<file path="config.mk">
export PLATFORM = sky130hd
export DESIGN_NAME = clock_mode_controller
export DESIGN_NICKNAME = d
export VERILOG_FILES = /design/src/rtl/clock_mode_controller.sv
export SDC_FILE = /design/constraint.sdc
export NUM_CORES = 1
export LEC_CHECK = 0
export CAP_MARGIN = 0
export CELL_PAD_IN_SITES_DETAIL_PLACEMENT = 1
export CELL_PAD_IN_SITES_GLOBAL_PLACEMENT = 2
export CORE_AREA = 3 3 96 75
export CTS_CLUSTER_SIZE = 30
export DETAILED_ROUTE_END_ITERATION = 8
export DIE_AREA = 0 0 99 78
export PLACE_DENSITY = 0.87
export SLEW_MARGIN = 10
export SYNTH_ARGS = -nofsm -noshare
export SYNTH_HDL_FRONTEND = slang
export SYNTH_SLANG_ARGS = --single-unit
</file>
<file path="constraint.sdc">
create_clock -name MCLK -period 4.3 [get_ports MCLK]
set_input_delay 1.29 -clock MCLK [delete_from_list [all_inputs] [get_ports MCLK]]
set_output_delay 1.29 -clock MCLK [all_outputs]
set_load 0.05 [all_outputs]
</file>
<file path="src/rtl/clock_mode_controller.sv">
// clock_mode_controller: mode sequencer for the digital alarm clock.
// Turns debounced button pulses and the alarm-match level into display/edit
// mode flags, digit selects, increment pulses and the alarm arm/ring control.
module clock_mode_controller #(
    parameter int unsigned RING_TICKS = 32'd1_500_000_000
) (
    input  logic       MCLK,
    input  logic       RESET,
    input  logic       BTN_MODE,
    input  logic       BTN_NEXT,
    input  logic       BTN_UP,
    input  logic       ALARM_MATCH,
    output logic       clock_set,
    output logic       alarm_set,
    output logic       alarm_ringing,
    output logic [1:0] location,
    output logic [1:0] alarm_location,
    output logic       inc_clock,
    output logic       inc_alarm,
    output logic       clock_hold,
    output logic       alarm_armed
);

    localparam int unsigned CNT_W = 31;
    localparam int unsigned LOC_W = 2;
    localparam logic [CNT_W-1:0] RING_LAST = CNT_W'(RING_TICKS - 32'd1);

    typedef enum logic [1:0] {
        ST_NORMAL = 2'd0,
        ST_CSET   = 2'd1,
        ST_ASET   = 2'd2,
        ST_RING   = 2'd3
    } state_e;

    state_e             state_q, state_d;
    logic               match_dly_q, match_dly_d;
    logic [CNT_W-1:0]   ring_cnt_q, ring_cnt_d;
    logic [LOC_W-1:0]   location_q, location_d;
    logic [LOC_W-1:0]   alarm_location_q, alarm_location_d;
    logic               armed_q, armed_d;
    logic               inc_clock_q, inc_clock_d;
    logic               inc_alarm_q, inc_alarm_d;
    logic               clock_set_q, clock_set_d;
    logic               alarm_set_q, alarm_set_d;
    logic               ringing_q, ringing_d;
    logic               rise;
    logic               any_btn;

    // Next-state, counter and output computation; buttons resolved MODE > NEXT > UP.
    always_comb begin
        state_d          = state_q;
        match_dly_d      = ALARM_MATCH;
        ring_cnt_d       = ring_cnt_q;
        location_d       = location_q;
        alarm_location_d = alarm_location_q;
        armed_d          = armed_q;
        inc_clock_d      = 1'b0;
        inc_alarm_d      = 1'b0;
        rise             = ALARM_MATCH & ~match_dly_q;
        any_btn          = BTN_MODE | BTN_NEXT | BTN_UP;

        case (state_q)
            ST_NORMAL: begin
                if (rise && armed_q) begin
                    state_d    = ST_RING;
                    ring_cnt_d = '0;
                end else if (BTN_MODE) begin
                    state_d    = ST_CSET;
                    location_d = '0;
                end else if (BTN_UP) begin
                    armed_d = ~armed_q;
                end
            end
            ST_CSET: begin
                if (BTN_MODE) begin
                    state_d          = ST_ASET;
                    location_d       = '0;
                    alarm_location_d = '0;
                end else if (BTN_NEXT) begin
                    location_d = location_q + LOC_W'(1);
                end else if (BTN_UP) begin
                    inc_clock_d = 1'b1;
                end
            end
            ST_ASET: begin
                if (BTN_MODE) begin
                    state_d          = ST_NORMAL;
                    armed_d          = 1'b1;
                    alarm_location_d = '0;
                end else if (BTN_NEXT) begin
                    alarm_location_d = alarm_location_q + LOC_W'(1);
                end else if (BTN_UP) begin
                    inc_alarm_d = 1'b1;
                end
            end
            ST_RING: begin
                // A button consumed here only silences the alarm.
                if (any_btn || (ring_cnt_q == RING_LAST)) begin
                    state_d    = ST_NORMAL;
                    ring_cnt_d = '0;
                end else begin
                    ring_cnt_d = ring_cnt_q + CNT_W'(1);
                end
            end
            default: begin
                state_d = ST_NORMAL;
            end
        endcase

        clock_set_d = (state_d == ST_CSET);
        alarm_set_d = (state_d == ST_ASET);
        ringing_d   = (state_d == ST_RING);
    end

    // State and registered-output flops with synchronous reset.
    always_ff @(posedge MCLK) begin
        if (RESET) begin
            state_q          <= ST_NORMAL;
            match_dly_q      <= 1'b0;
            ring_cnt_q       <= '0;
            location_q       <= '0;
            alarm_location_q <= '0;
            armed_q          <= 1'b0;
            inc_clock_q      <= 1'b0;
            inc_alarm_q      <= 1'b0;
            clock_set_q      <= 1'b0;
            alarm_set_q      <= 1'b0;
            ringing_q        <= 1'b0;
        end else begin
            state_q          <= state_d;
            match_dly_q      <= match_dly_d;
            ring_cnt_q       <= ring_cnt_d;
            location_q       <= location_d;
            alarm_location_q <= alarm_location_d;
            armed_q          <= armed_d;
            inc_clock_q      <= inc_clock_d;
            inc_alarm_q      <= inc_alarm_d;
            clock_set_q      <= clock_set_d;
            alarm_set_q      <= alarm_set_d;
            ringing_q        <= ringing_d;
        end
    end

    assign clock_set      = clock_set_q;
    assign clock_hold     = clock_set_q;
    assign alarm_set      = alarm_set_q;
    assign alarm_ringing  = ringing_q;
    assign location       = location_q;
    assign alarm_location = alarm_location_q;
    assign inc_clock      = inc_clock_q;
    assign inc_alarm      = inc_alarm_q;
    assign alarm_armed    = armed_q;

endmodule

</file>
==> impl_metrics.ini <==
[status]
status = completed

[grt]
grt_pass1_wl_um = 10800
grt_antenna_before_repair = 0
grt_usage = 0.175
grt_pass1_vias = 2090
grt_max_degree = 38
gr-total-overflow = 0

[synthesis]
syn_nets = 298
netlist-cell-type-count = 51
synth_ff_type = dfxtp_1
synthCells = 291
ys_async_sr_fraction = 0
yosys_warnings = 0
syn_area_per_cell_sq_um = 8.00
synth_edf_count = 0
ys_seq_elements = 44
yosysSeqAreaShare = 0.378
netlist_area_sq_um = 2330

[route]
drtIter0Drc = 154
firstDrtPassIters = 4
wl_per_cell_um = 16.7
drtAntennaViolNets = 0
num_vias = 2176
drc = 0
wirelength_um = 6380
vias_per_cell = 5.71

[setup_path]
path_max_fanout = 37
critPathCaptureType = flip-flop
critical_path_class = primary input to flip-flop
crit_path_max_incr_delay_ns = 0.62
crit_chain = clkdlybuf4s50_1 > nor2_1 > or4b_1 > o21ba_1 > buf_4 > a21oi_1 > a31oi_1
critPathArrivalTime_ns = 3.57
cp-startpoint = BTN_MODE
crit_slowest_cell = clkdlybuf4s50_1
r2r_start = state_q[1]
worstPathRequired_ns = 4.52
cp-start-kind = primary input

[flow_run]
maxCapViolCount = 0

[clock_network]
cts_root_buf = clkbuf_8
clk_pin_slew_ns = 0.09
clockBufferDepth = 2
postCtsHoldBufs = 0
post_cts_buffers = 0
cts_tree = done
cts_buffers = 5
clock-sinks = 44
clk_latency_ns = 0.31
htreeDepth = 2
cts_resized = 0

[floorplan]
start_util = 0.370
fp.dieW_um = 99
fp-row-count = 25
die_h_um = 78
io-pin-count = 17
core_sq_um = 6290
dieArea_sq_um = 7720

[min_path]
hp-class = flip-flop to flip-flop
min-delay-start = ring_cnt_q[24]

[power_and_ir_drop]
power_density_nw_per_um2 = 310
p_leak_nw = 0.854
peakVddDrop_v = 0.000164

[sta]
tightest_slew_ns = 0.621
hold_viol = 0
hold_ws_ns = 0.494
slew_headroom = 0.583
rsz0062_at_grt = false
maxSlewViolCount = 0
setup_violations = 0
min_period_ns = 3.35
min_period_over_period = 0.779
fin_skew_ns = 0.0125
fin_tns_setup_ns = 0
max_clock_freq_mhz = 298

[cells_and_area]
syn_to_final_growth_pct = 12.1
num_antenna_cells = 0
layout-drive-gt1-share = 0.0533
final_area_sq_um = 2610
design.final.nets = 306

[placement]
place_area_sq_um = 2520
dpl.hpwl_um = 4610
portBuffers = 16
place_congestion = 0.800
final timing paths:
check	end	slack (ns)	depth (start not counted)
setup reg to reg	ring_cnt_q[27]	1.88	6
hold / removal	ring_cnt_q[24]	0.49	1
hold reg to reg	ring_cnt_q[24]	0.49	1
setup / recovery	ring_cnt_q[27]	0.95	7
flip-flops by register name, summed over array words and instances, names as in the netlist:
register        cells
alarm_location      2
ring_cnt_q         31
alarm_ringing       1
location            2
match_dly_q         1
inc_clock           1
state_q             2
clock_hold          1
alarm_set           1
inc_alarm           1
alarm_armed         1
synth_stat cells, types with 2 or more instances:
cell type  number  area, sq um
or2_2           2         12.5
nand2b_1        4         25.0
or3_1           3         18.8
o21ai_0        14         70.1
buf_2           4         20.0
and4_1          6         52.6
dfxtp_1        44          881
nor4bb_1        3         30.0
nor2_1         21         78.8
xor2_1          4         35.0
nor3b_1         3         22.5
buf_4           6         45.0
or4_1           3         22.5
a22o_1          3         26.3
o211ai_1        2         15.0
a31oi_1        14         87.6
clkbuf_1        6         22.5
nand2_1        33          124
nor4b_1         3         26.3
and4b_1         2         20.0
nand4_1        15         93.8
and3_1          2         12.5
a21o_1          2         15.0
nand3_1        18         90.1
nor4_1          2         12.5
and2_1          3         18.8
nand3b_1        4         30.0
xnor2_1         2         17.5
buf_1           2         7.51
inv_1           6         22.5
o21ai_1         7         35.0
a21oi_1        27          135
nor3_1          3         15.0
layout by cell type, fill, tap and decap left out, drive strengths merged, types with 2 or more instances in the layout:
master / synthesis / final
nand2b: 4 / 4
o21ai: 21 / 21
a22o: 3 / 3
and2: 4 / 4
nor4: 3 / 3
and4b: 2 / 2
o211ai: 2 / 2
and4: 6 / 6
nand3b: 4 / 4
nor3: 3 / 3
xnor2: 2 / 2
clkdlybuf4s50: 0 / 16
nand2: 33 / 33
a31oi: 14 / 14
nor3b: 3 / 3
clkinv: 0 / 2
a21o: 2 / 2
dfxtp: 44 / 44
nor4bb: 3 / 3
nor4b: 4 / 4
or2: 2 / 2
clkbuf: 6 / 6
and3: 2 / 2
nand3: 18 / 18
a21oi: 27 / 27
buf: 12 / 3
inv: 6 / 6
or3: 3 / 3
nand4: 15 / 15
xor2: 4 / 4
nor2: 21 / 21
or4: 3 / 3
worst max-delay path, delay by kind of cell:
kind	cells	cell delay, ns
AOI/OAI and AO/OA	3	0.54
and+or+nand+nor	2	0.76
buffers and inverters	2	0.97
layout make-up:
cell class / count / area (sq um)
fillers: 763 / 3680
multi-input cells: 223 / 1330
flip-flops and latches: 44 / 881
repair buffers: 19 / 183
well taps: 81 / 101
clock buffers: 6 / 82.6
inverters: 6 / 22.5
clock inverters: 2 / 10.0
logic make-up after synthesis:
kind of cell    after synthesis  share of synthesized area
simple gates                136                      0.332
compound gates               78                      0.202
flops                        44                      0.378
buf+inv                      24                     0.0505
xor+xnor                      6                     0.0226
mux                           2                    0.00913
fa+ha+maj                     1                    0.00537
metal layers:
metal  global-route usage  share of wire  vias to the layer above
met1                0.273           0.54                     1051
met3               0.0323          0.027                        7
met5                    0              0                        -
li1                     -              -                     1092
met2                0.237           0.42                       26
met4               0.0518          0.011                        0
per-stage QoR:
stage,total power [mW],utilization,setup slack [ns],cells
finish,0.809,0.415,0.950,381
global route,0.848,0.415,0.737,381
CTS,0.816,0.415,0.941,381
detailed placement,0.543,0.400,0.638,373
global placement,0.541,0.400,0.722,373
floorplan,0.509,-,1.58,291
where the power goes:
part | switching, mW | total [mW] | leakage [nW] | internal [mW]
Sequential | 0.0167 | 0.432 | 0.356 | 0.416
Combinational | 0.0641 | 0.101 | 0.447 | 0.0366
Clock | 0.147 | 0.276 | 0.0510 | 0.128
Total | 0.228 | 0.809 | 0.854 | 0.581
Note: power is estimated with default switching activity, not from simulation.
